### config.mk
export PLATFORM = sky130hd
export DESIGN_NAME = pc_sequencer
export DESIGN_NICKNAME = d
export VERILOG_FILES = /design/src/rtl/pc_sequencer.sv
export SDC_FILE = /design/constraint.sdc
export NUM_CORES = 1
export LEC_CHECK = 0
export ABC_CLOCK_PERIOD_IN_PS = 2300
export CAP_MARGIN = 20
export CORE_AREA = 5 5 69 71
export DETAILED_ROUTE_END_ITERATION = 10
export DIE_AREA = 0 0 74 76
export DONT_BUFFER_PORTS = 1
export GPL_TIMING_DRIVEN = 0
export PLACE_DENSITY = 0.68
export SLEW_MARGIN = 25
export SYNTH_ARGS = -nofsm -noshare
export SYNTH_HDL_FRONTEND = slang
export SYNTH_SLANG_ARGS = --single-unit
### constraint.sdc
create_clock -name clk -period 2.3 [get_ports clk]
set_clock_uncertainty 0.05 [all_clocks]
set_input_delay 0.46 -clock clk [delete_from_list [all_inputs] [get_ports clk]]
set_output_delay 0.46 -clock clk [all_outputs]
set_load 0.02 [all_outputs]
### src/rtl/pc_sequencer.sv
// Instruction fetch PC sequencer: drives a single-outstanding fetch request,
// steps the PC by 4 per delivered instruction, and applies taken-branch
// redirects either immediately or at the next handshake when a request is
// in flight.
module pc_sequencer #(
  parameter logic [7:0] RESET_PC = 8'h00,
  parameter int         CNT_W    = 16
) (
  input  logic             clk,
  input  logic             rst_n,
  input  logic             start,
  input  logic             halt,
  output logic             imem_req,
  output logic [7:0]       imem_addr,
  input  logic             imem_ready,
  output logic             instr_valid,
  input  logic             br_valid,
  input  logic             branch,
  input  logic             zero,
  input  logic [7:0]       br_pc,
  input  logic [63:0]      immgen,
  output logic [7:0]       pc,
  output logic             redirect,
  output logic [CNT_W-1:0] fetch_count,
  output logic [1:0]       state
);

  typedef enum logic [1:0] {
    S_IDLE = 2'd0,
    S_REQ  = 2'd1,
    S_HALT = 2'd2
  } state_e;

  state_e           state_q;
  logic [7:0]       pc_q;
  logic [7:0]       pend_pc_q;
  logic             pend_q;
  logic             halt_pend_q;
  logic             req_q;
  logic             iv_q;
  logic             rd_q;
  logic [CNT_W-1:0] cnt_q;

  logic       taken;
  logic       hs;
  logic [7:0] target;
  logic [7:0] seq_pc;
  logic       unused_imm;

  // Branch resolution, target arithmetic and handshake detect.
  assign taken      = br_valid & branch & zero;
  assign target     = br_pc + {immgen[6:0], 1'b0};
  assign seq_pc     = pc_q + 8'd4;
  assign hs         = req_q & imem_ready;
  // Only the low immediate bits steer the target.
  assign unused_imm = ^immgen[63:7];

  assign imem_req    = req_q;
  assign imem_addr   = pc_q;
  assign pc          = pc_q;
  assign instr_valid = iv_q;
  assign redirect    = rd_q;
  assign fetch_count = cnt_q;
  assign state       = state_q;

  // Fetch FSM with registered outputs; pending target holds a branch that
  // resolved while a request was stalled so the address stays stable.
  always_ff @(posedge clk or negedge rst_n) begin
    if (!rst_n) begin
      state_q     <= S_IDLE;
      pc_q        <= RESET_PC;
      pend_pc_q   <= 8'h00;
      pend_q      <= 1'b0;
      halt_pend_q <= 1'b0;
      req_q       <= 1'b0;
      iv_q        <= 1'b0;
      rd_q        <= 1'b0;
      cnt_q       <= '0;
    end else begin
      iv_q <= 1'b0;
      rd_q <= 1'b0;
      case (state_q)
        S_IDLE: begin
          if (taken) begin
            pc_q <= target;
            rd_q <= 1'b1;
          end
          if (start) begin
            state_q <= S_REQ;
            req_q   <= 1'b1;
          end
        end
        S_REQ: begin
          if (hs) begin
            if (taken) begin
              pc_q   <= target;
              rd_q   <= 1'b1;
              pend_q <= 1'b0;
            end else if (pend_q) begin
              pc_q   <= pend_pc_q;
              rd_q   <= 1'b1;
              pend_q <= 1'b0;
            end else begin
              pc_q  <= seq_pc;
              iv_q  <= 1'b1;
              cnt_q <= cnt_q + CNT_W'(1);
            end
            if (halt || halt_pend_q) begin
              state_q     <= S_HALT;
              req_q       <= 1'b0;
              halt_pend_q <= 1'b0;
            end
          end else begin
            if (taken) begin
              pend_pc_q <= target;
              pend_q    <= 1'b1;
            end
            if (halt) halt_pend_q <= 1'b1;
          end
        end
        S_HALT: begin
          if (taken) begin
            pc_q <= target;
            rd_q <= 1'b1;
          end
          if (start && !halt) begin
            state_q <= S_REQ;
            req_q   <= 1'b1;
          end
        end
        default: begin
          state_q     <= S_IDLE;
          req_q       <= 1'b0;
          pend_q      <= 1'b0;
          halt_pend_q <= 1'b0;
        end
      endcase
    end
  end

endmodule

==> flow_summary.yaml <==
global_route:
  grt_pass1_wl_um: 6820
  antenna_found_initial: 0
  grt_pass1_vias: 1490
  grt_max_degree: 40
  grt_use_total_pct: 15.2
  overflow: 0
layout:
  drive_above_1_share_pct: 13.6
  final_nets: 311
  n_antenna_cell: 0
  final_area_um2: 2310
  final_cells: 273
  syn2layout_area_growth_pct: 7.84
routing:
  drtPass1Iterations: 5
  wirelength_um: 4050
  viasPerCell: 5.63
  drc_errors: 0
  wl_per_cell_um: 14.8
  drt_iter0_drc: 21
  vias: 1536
  final_antenna_net_count: 0
cts:
  cts_root_buf: "clkbuf_8"
  cts_buffers: 5
  tritoncts: "done"
  clkLatencyLatePin_ns: 0.28
  clk_pin_slew_ns: 0.07
  clock_tree.buffer_depth: 2
  cts_sinks: 39
  htreeDepth: 2
  cts_setup_buffers: 0
worst_setup_path:
  reg2reg_to: "fetch_count[10]$_DFFE_PN0P_"
  path_depth: 7
  critPathCaptureType: "flop"
  slowest_delay_ns: 0.45
  cp_max_fo: 7
  r2r_slack_ns: 0.13
  critPathBufInv: 2
  cp_top_family: "simple AND/OR/NAND/NOR gates"
  arrival_ns: 2.27
  startpoint_type: "flop"
  critical_path_required_ns: 2.40
  path_cells: "buf_2, nand4b_2, or3_1, buf_6, nor4_4, nand2_1, xnor2_1"
  regToRegStartpoint: "state[0]$_DFFE_PN0P_"
  cp_slowest_cell: "dfrtp_1"
  critPathKind: "flop to flop"
  r2r_cells: 7
synthesis:
  synth.area.top_cells: "dfrtp_1 (46%), xnor2_1 (7.0%), nand2_1 (4.7%), ha_1 (4.7%), a21oi_1 (4.0%)"
  yosysTopAreaCell: "dfrtp_1"
  synthDominantCellAreaShare_pct: 45.6
  synth_seq_cells: 39
  syn_inst: 213
  yosysSeqAreaShare_pct: 45.6
  syn_avg_cell_area_um2: 10.0
  ys_warn_count: 0
  netlist_area_um2: 2140
  synth_cell_types: 39
  synth_fp_nets: 302
placement:
  placed_area_um2: 2200
  dp_cells: 265
  gp_congestion: 0.802
  dp_hpwl_um: 3090
  portBuffers: 0
pwr:
  power-per-cell-area_nw_per_um2: 1140
  p_leak_nw: 1.08
  ir_drop_uv: 402
floorplan:
  core_um2: 4170
  fp-row-count: 24
  num_io_pins: 117
  dieArea_um2: 5620
  start_util_pct: 51.2
  die_h_um: 76
  die_w_um: 74
sta:
  relSlewSlack_pct: 56.1
  final-hold-violation-count: 0
  clock.fmax_ghz: 0.462
  rsz0062_at_grt: "false"
  fin_crit_ns: 2.17
  min_period_over_period_pct: 94.2
  fin_setup_tns_ns: 0
  finalMaxSlewViolations: 0
  setup_viol: 0
  worst_slew_pin_slew_ns: 0.654
status:
  status: "finished clean"
run:
  maxCapViolations: 0
hold_path:
  hold_class: "primary input to flop"
  whs_endpoint: "state[0]$_DFFE_PN0P_"
  min_from: "start"
  holdPathStages: 2
## worst max-delay path by stage
stage                    startpoint  slack, ns                          end
6_report       state[0]$_DFFE_PN0P_       0.13  fetch_count[10]$_DFFE_PN0P_
5_1_grt        state[0]$_DFFE_PN0P_       0.02  fetch_count[10]$_DFFE_PN0P_
4_1_cts        state[0]$_DFFE_PN0P_       0.12  fetch_count[10]$_DFFE_PN0P_
3_5_place_dp   state[0]$_DFFE_PN0P_       0.13  fetch_count[10]$_DFFE_PN0P_
3_3_place_gp               br_pc[1]       0.14     pend_pc_q[7]$_DFFE_PN0P_
2_1_floorplan              br_pc[1]       0.31     pend_pc_q[7]$_DFFE_PN0P_
## synthesized netlist by cell type
library cell / instances
a211oi_1: 2
a21o_1: 1
a21oi_1: 17
a22oi_1: 2
a31oi_1: 4
and3_1: 5
buf_2: 1
buf_4: 8
buf_6: 2
clkbuf_1: 3
dfrtp_1: 39
fa_1: 1
ha_1: 8
inv_1: 7
mux2_2: 7
mux2i_1: 2
nand2_1: 27
nand2b_1: 2
nand3_1: 9
nand4_1: 3
nand4b_2: 1
nor2_1: 12
nor2b_1: 2
nor3_1: 1
nor3_4: 1
nor4_1: 1
nor4_2: 1
nor4_4: 1
o21a_1: 1
o21ai_0: 10
o21ai_1: 1
o21bai_1: 1
o221a_2: 1
o22a_1: 2
o22ai_1: 1
or2_2: 1
or3_1: 1
xnor2_1: 17
xor2_1: 7
## stage by stage
step	setup WS, ns	power (mW)	util (%)	hold slack [ns]
floorplan	0.315	2.03	-	0.114
global placement	0.141	2.20	52.8	0.116
detailed placement	0.130	2.22	52.8	0.115
CTS	0.115	2.66	55.2	0.260
global route	0.0194	2.84	55.2	0.260
finish	0.134	2.64	55.2	0.265
## logic make-up (layout without fill, tap and decap cells)
logic type	Yosys count	after routing	share of synthesized area, %
AND/OR/NAND/NOR	68	68	16.6
AO/OA/AOI/OAI	43	43	11.8
flip-flops	39	39	45.6
XOR/XNOR	24	24	9.83
buffers and inverters	21	29	5.85
adder cells (fa/ha/maj)	9	9	5.62
multiplexers	9	9	4.62
## worst register-to-register path, delay by kind of cell, from the launching register on
| kind | cells | cell delay, ns |
|---|---|---|
| DFF | 1 | 0.45 |
| xor gates and xnor gates | 1 | 0.14 |
| and+or+nand+nor | 4 | 1.03 |
| buffers and inverters | 2 | 0.38 |
## metal layers
metal / GRT usage, % / share of wire [%] / vias up
li1: - / - / 749
met1: 19.5 / 43 / 728
met2: 23.8 / 48 / 55
met3: 5.41 / 7.8 / 4
met4: 4.35 / 1.0 / 0
met5: 0 / 0 / -
## placed cells by master, fill, tap and decap left out, types with 3 or more instances in the layout
cell type,n
dfrtp_1,39
nand2_1,27
xnor2_1,17
clkbuf_1,4
mux2_2,7
o21ai_0,10
ha_1,8
xor2_1,7
clkbuf_8,5
a21oi_1,17
nor2_1,12
inv_1,7
nand4_1,3
a31oi_1,4
and3_1,5
nand3_1,9
buf_4,8
## timing repair
action,in CTS,in global routing
resized for setup,0,0
hold endpoints to repair,39,0
hold buffers,2,0
## final cells by class
type	count	area [µm²]
Buffer	14	98.8
Clock buffer	6	72.6
Fill cell	394	1870
Inverter	7	26.3
Multi-Input combinational cell	153	1040
Sequential cell	39	976
Tap cell	52	65.1
Timing Repair Buffer	2	30.0
## power by group
part           total [mW]  switching (mW)  internal (mW)
registers            1.26           0.367          0.891
clock network       0.416           0.214          0.202
logic               0.962           0.528          0.434
total                2.64            1.11           1.53
## sequential cells by signal, summed over array words and instances (netlist names)
name / flops
instr_valid: 1
pend_q: 1
pend_pc_q: 8
fetch_count: 16
imem_addr: 8
state: 2
imem_req: 1
redirect: 1
halt_pend_q: 1
(Power assumes the default switching activity.)
==> RTL change 1, RTL diff (same settings) <==
Make the reset (`rst_n`) synchronous in one clocked block.
--- a/src/rtl/pc_sequencer.sv
+++ b/src/rtl/pc_sequencer.sv
@@ -65,7 +65,7 @@
 
   // Fetch FSM with registered outputs; pending target holds a branch that
   // resolved while a request was stalled so the address stays stable.
-  always_ff @(posedge clk or negedge rst_n) begin
+  always_ff @(posedge clk) begin
     if (!rst_n) begin
       state_q     <= S_IDLE;
       pc_q        <= RESET_PC;
Function: differs if rst_n is asserted again (counterexample within 4 cycles, from zero or initial values and one cycle with rst_n low); with rst_n held inactive, the same outputs for 10 cycles.
==> RTL change 1 against the unedited design <==
  * Cell area up 3.3%
  * Largest cell class unchanged
  * Global-route usage up 2.0 points
  * Worst setup slack better by 0.19 ns
  * Hold slack better by 0.0050 ns
  * First-iteration DRC count rose to 5.4 times the old value
  * Area after synthesis up 2.2%
  * Sequential cell count unchanged
  * Routed wire length up 18%
Power is not compared: it rests on default switching activity, and its combinational part moved more than twofold at a synthesized area within 25%.
==> RTL change 1: results (changes against the unedited design) <==
cts_setup_buffers: 0  # unchanged
first_iter_violations: 114  # was 21
yosysSeqAreaShare_pct: 35.74  # was 45.64%
grt_pass1_vias: 1696  # was 1,490
post_drt_wl_per_cell_um: 15.20  # was 14.82 um
dpl.hpwl_um: 3584  # was 3089 um
hold_class: "in2reg"  # unchanged
clk_pin_slew_ns: 0.07  # about the same
p_leak_nw: 0.9959
largest_reg_flops: 16  # unchanged
diodes: 0  # unchanged
numCtsBuffers: 5  # unchanged
path_max_fanout: 10  # was 7
clk_path_buf_depth: 2  # unchanged
portBuffers: 0  # unchanged
synth_common_cells: "dfxtp_1, nand2_1, and2_1, xnor2_1, nand3_1"  # was dfrtp_1, nand2_1, a21oi_1, xnor2_1, nor2_1
relSlewSlack_pct: 68.33  # was 56.11%
num_vias: 1787  # was 1,536
async_reset_ff_share_pct: 0  # was 100.0%
ys_types: 40  # was 39
crit_arrival_ns: 2.11  # was 2.27 ns
h-tree-depth: 2  # unchanged
syn-num-nets: 342  # was 302
cts-resized-gates: 0  # unchanged
grt_max_degree: 13  # was 40
synthFlopType: "dfxtp_1"  # was dfrtp_1
gp_congestion: 0.8311  # was 0.8023
ys_top_cells_by_area: "dfxtp_1, xnor2_1, and2_1"  # was dfrtp_1, xnor2_1, nand2_1
run_status: "completed"  # unchanged
dpl.cell_count: 305  # was 265
final_nets: 349  # was 311
drtPass1Iterations: 4  # was 5
antenna_found_initial: 0  # unchanged
grt.total_usage_pct: 17.18  # was 15.18%
synthCells: 253  # was 213
drive_gt1_share_pct: 9.195  # was 13.57%
routed_wl_um: 4759  # was 4047 um
root_buffer: "clkbuf_8"  # unchanged
grt_pass1_wl_um: 7714  # was 6817 um
clk_latency_ns: 0.29
yosysWarningCount: 0  # unchanged
peakVddDrop_mv: 0.3147
[RTL change 1: cell types whose count changed after synthesis, sizes merged, moves of 6 or more]
cell,before,now
dfrtp,39,0
dfxtp,0,39
and2,0,18
nand3,9,16
nor2b,2,9
mux2,7,1
[RTL change 1: logic make-up after synthesis]
| family | count (synthesis) | synth area share, % |
|---|---|---|
| AOI/OAI and AO/OA | 47 | 14.20 |
| xor gates and xnor gates | 22 | 8.820 |
| adders and majority gates | 9 | 5.499 |
| buffers and inverters | 21 | 5.040 |
| DFF | 39 | 35.74 |
| muxes | 7 | 3.265 |
| and+or+nand+nor | 108 | 27.43 |
[RTL change 1: worst paths after layout]
kind	start	cells past startpoint	slack, ns	to
setup / recovery	state[0]	5	0.32	fetch_count[3]
hold / removal	halt	2	0.27	halt_pend_q
setup reg to reg	state[0]	5	0.32	fetch_count[3]
hold reg to reg	pend_pc_q[5]	2	0.42	pend_pc_q[5]
[RTL change 1: layout make-up]
cell class | count | area (um^2)
multi-input combinational | 193 | 1294
tap | 52 | 65.06
inverter | 5 | 18.77
clock inverter | 2 | 60.06
clock buffer | 6 | 72.57
sequential | 39 | 780.7
buffer | 16 | 91.34
fill | 398 | 1792
[RTL change 1: report_power, final]
group          total, mW  switching [mW]  internal [mW]
registers          0.738          0.0448          0.693
clock network      0.673           0.240          0.434
logic              0.201           0.117         0.0841
total               1.61           0.401           1.21
[RTL change 1: metrics by stage]
step	setup WS [ns]	cell area [um^2]	total power, mW	hold WS (ns)
after floorplan	0.3472	2185	0.9110	0.3874
after CTS	0.2906	2382	1.622	0.2650
final	0.3233	2382	1.613	0.2700
after detailed placement	0.1340	2250	0.9544	0.4074
after global routing	0.1756	2382	1.681	0.2619
after global placement	0.1834	2250	0.9511	0.3984
[RTL change 1: per-layer routing]
| layer | track usage, % | wire length [um] | up-vias | share of wire, % |
|---|---|---|---|---|
| met3 | 6.069 | 323 | 7 | 6.8 |
| met2 | 28.99 | 2410 | 57 | 51 |
| met4 | 5.797 | 72 | 0 | 1.5 |
| met1 | 19.69 | 1952 | 836 | 41 |
| li1 | - | - | 887 | - |
| met5 | 0 | 0 | - | 0 |
[RTL change 1: critical path, stage by stage (launching register included)]
cell and delay (ns):
dfxtp_1 0.61, nand4b_4 0.31, nor2_2 0.42, nand4_1 0.17, xnor2_1 0.15, and2_1 0.16
==> RTL change 2, RTL diff (same settings) <==
Made on the original files. The parameter `CNT_W` goes from 16 to 14.
--- a/src/rtl/pc_sequencer.sv
+++ b/src/rtl/pc_sequencer.sv
@@ -4,7 +4,7 @@
 // in flight.
 module pc_sequencer #(
   parameter logic [7:0] RESET_PC = 8'h00,
-  parameter int         CNT_W    = 16
+  parameter int         CNT_W    = 14
 ) (
   input  logic             clk,
   input  logic             rst_n,
Interface: changed (resized fetch_count); port bits go from 117 to 115. The function was not compared with the original's and may differ.
==> RTL change 2 against the unedited design <==
  * Routed wire length about the same
  * Total power up 14%
  * Via count down 3.6%
  * Critical path depth down 1
  * Sequential cell count down 2
  * First-iteration DRC count up 67%
  * Hold slack worse by 0.0032 ns
  * Area after synthesis down 3.8%
  * Maximum frequency up 4.7%
  * Cell area down 0.87%
  * Worst setup slack better by 0.098 ns
  * Sequential share of layout area down 1.8 points
  * Largest power group unchanged
==> RTL change 2: results (changes against the unedited design) <==
crit_arrival_ns: 2.19  # was 2.27 ns
first_iter_violations: 35  # was 21
grtUsageMet1_pct: 19.70  # was 19.55%
path_max_fanout: 7  # unchanged
crit_path_top_delay_cell: "dfrtp_1"  # unchanged
relSlewSlack_pct: 70.19  # was 56.11%
grt_pass1_wl_um: 7093  # was 6817 um
run_status: "completed"  # unchanged
use_met2_pct: 24.65  # was 23.76%
dp_slack_ns: 0.08838  # was 0.1304 ns
portBuffers: 0  # unchanged
r2r_slack_ns: 0.23  # was 0.13 ns
numCtsBuffers: 5  # unchanged
wl_met2_um: 1914  # was 1945 um
r2r-start: "state[1]"  # was state[0]
h-tree-depth: 2  # unchanged
hold_depth: 2  # unchanged
wl_met1_um: 1777  # was 1745 um
yosysSeqAreaShare_pct: 45.01  # was 45.64%
cpPeakStageDelay_ns: 0.51  # was 0.45 ns
ys_types: 41  # was 39
synth_common_cells: "dfrtp_1, nand2_1, nor2_1, xnor2_1, nand3_1"  # was dfrtp_1, nand2_1, a21oi_1, xnor2_1, nor2_1
ys_top_cells_by_area: "dfrtp_1, xnor2_1, nand2_1"  # unchanged
viasPerCell: 5.401  # was 5.626
synth.area.mux_share_pct: 4.319  # was 4.623%
met3_wirelength_um: 288  # was 315 um
finalCritPeriodShare_pct: 89.93  # was 94.19%
cts-resized-gates: 0  # unchanged
hold_ws_ns: 0.2619  # was 0.2650 ns
grt_max_degree: 38  # was 40
crit_end: "fetch_count[13]"  # was fetch_count[10]
root_buffer: "clkbuf_8"  # unchanged
async_reset_ff_share_pct: 100.0  # unchanged
hold_class: "in2reg"  # unchanged
critPathKind: "reg2reg"  # unchanged
peakVddDrop_mv: 0.4521  # was 0.4017 mV
p_leak_nw: 1.042  # was 1.077 nW
syn-num-nets: 301  # was 302
clk_pin_slew_ns: 0.07  # about the same
post_drt_wl_per_cell_um: 14.78  # was 14.82 um
synthCells: 212  # was 213
whs_endpoint: "state[0]"  # unchanged
yosysWarningCount: 0  # unchanged
synth_xor_area_share_pct: 9.367  # was 9.830%
largest_reg_flops: 14  # was 16
antenna_found_initial: 0  # unchanged
drtPass1Iterations: 4  # was 5
dpl.hpwl_um: 3051  # was 3089 um
yosys.area_share.adder_pct: 5.839  # was 5.617%
globalRouteMet3Util_pct: 6.069  # was 5.409%
final_nets: 310  # was 311
reg2regPathDepth: 6  # was 7
num_vias: 1480  # was 1,536
grt.total_usage_pct: 15.90  # was 15.18%
diodes: 0  # unchanged
gp_congestion: 0.8119  # was 0.8023
hold_buffers: 2  # unchanged
synth_compound_area_share_pct: 12.04  # was 11.82%
dpl.cell_count: 264  # was 265
drive_gt1_share_pct: 13.96  # was 13.57%
-- RTL change 2: area by class of cell --
| cell class | instances | area (um^2) |
|---|---|---|
| flip-flops and latches | 37 | 925.9 |
| multi-input cells | 153 | 1010 |
| clock buffers | 5 | 68.82 |
| well taps | 52 | 65.06 |
| fillers | 356 | 1888 |
| plain buffers | 15 | 95.09 |
| clock inverters | 3 | 65.06 |
| inverters | 7 | 26.28 |
| repair buffers | 2 | 30.03 |
-- RTL change 2: power breakdown --
| group | internal, mW | leakage [nW] | switching [mW] |
|---|---|---|---|
| logic | 0.468 | 0.508 | 0.569 |
| registers | 0.873 | 0.465 | 0.425 |
| clock network | 0.431 | 0.0681 | 0.236 |
| total | 1.77 | 1.04 | 1.23 |
-- RTL change 2: cells by family after synthesis --
| logic type | Yosys count |
|---|---|
| multiplexers | 8 |
| AND/OR/NAND/NOR | 74 |
| adder cells (fa/ha/maj) | 9 |
| XOR/XNOR | 22 |
| flip-flops | 37 |
| buffers and inverters | 22 |
| AO/OA/AOI/OAI | 40 |
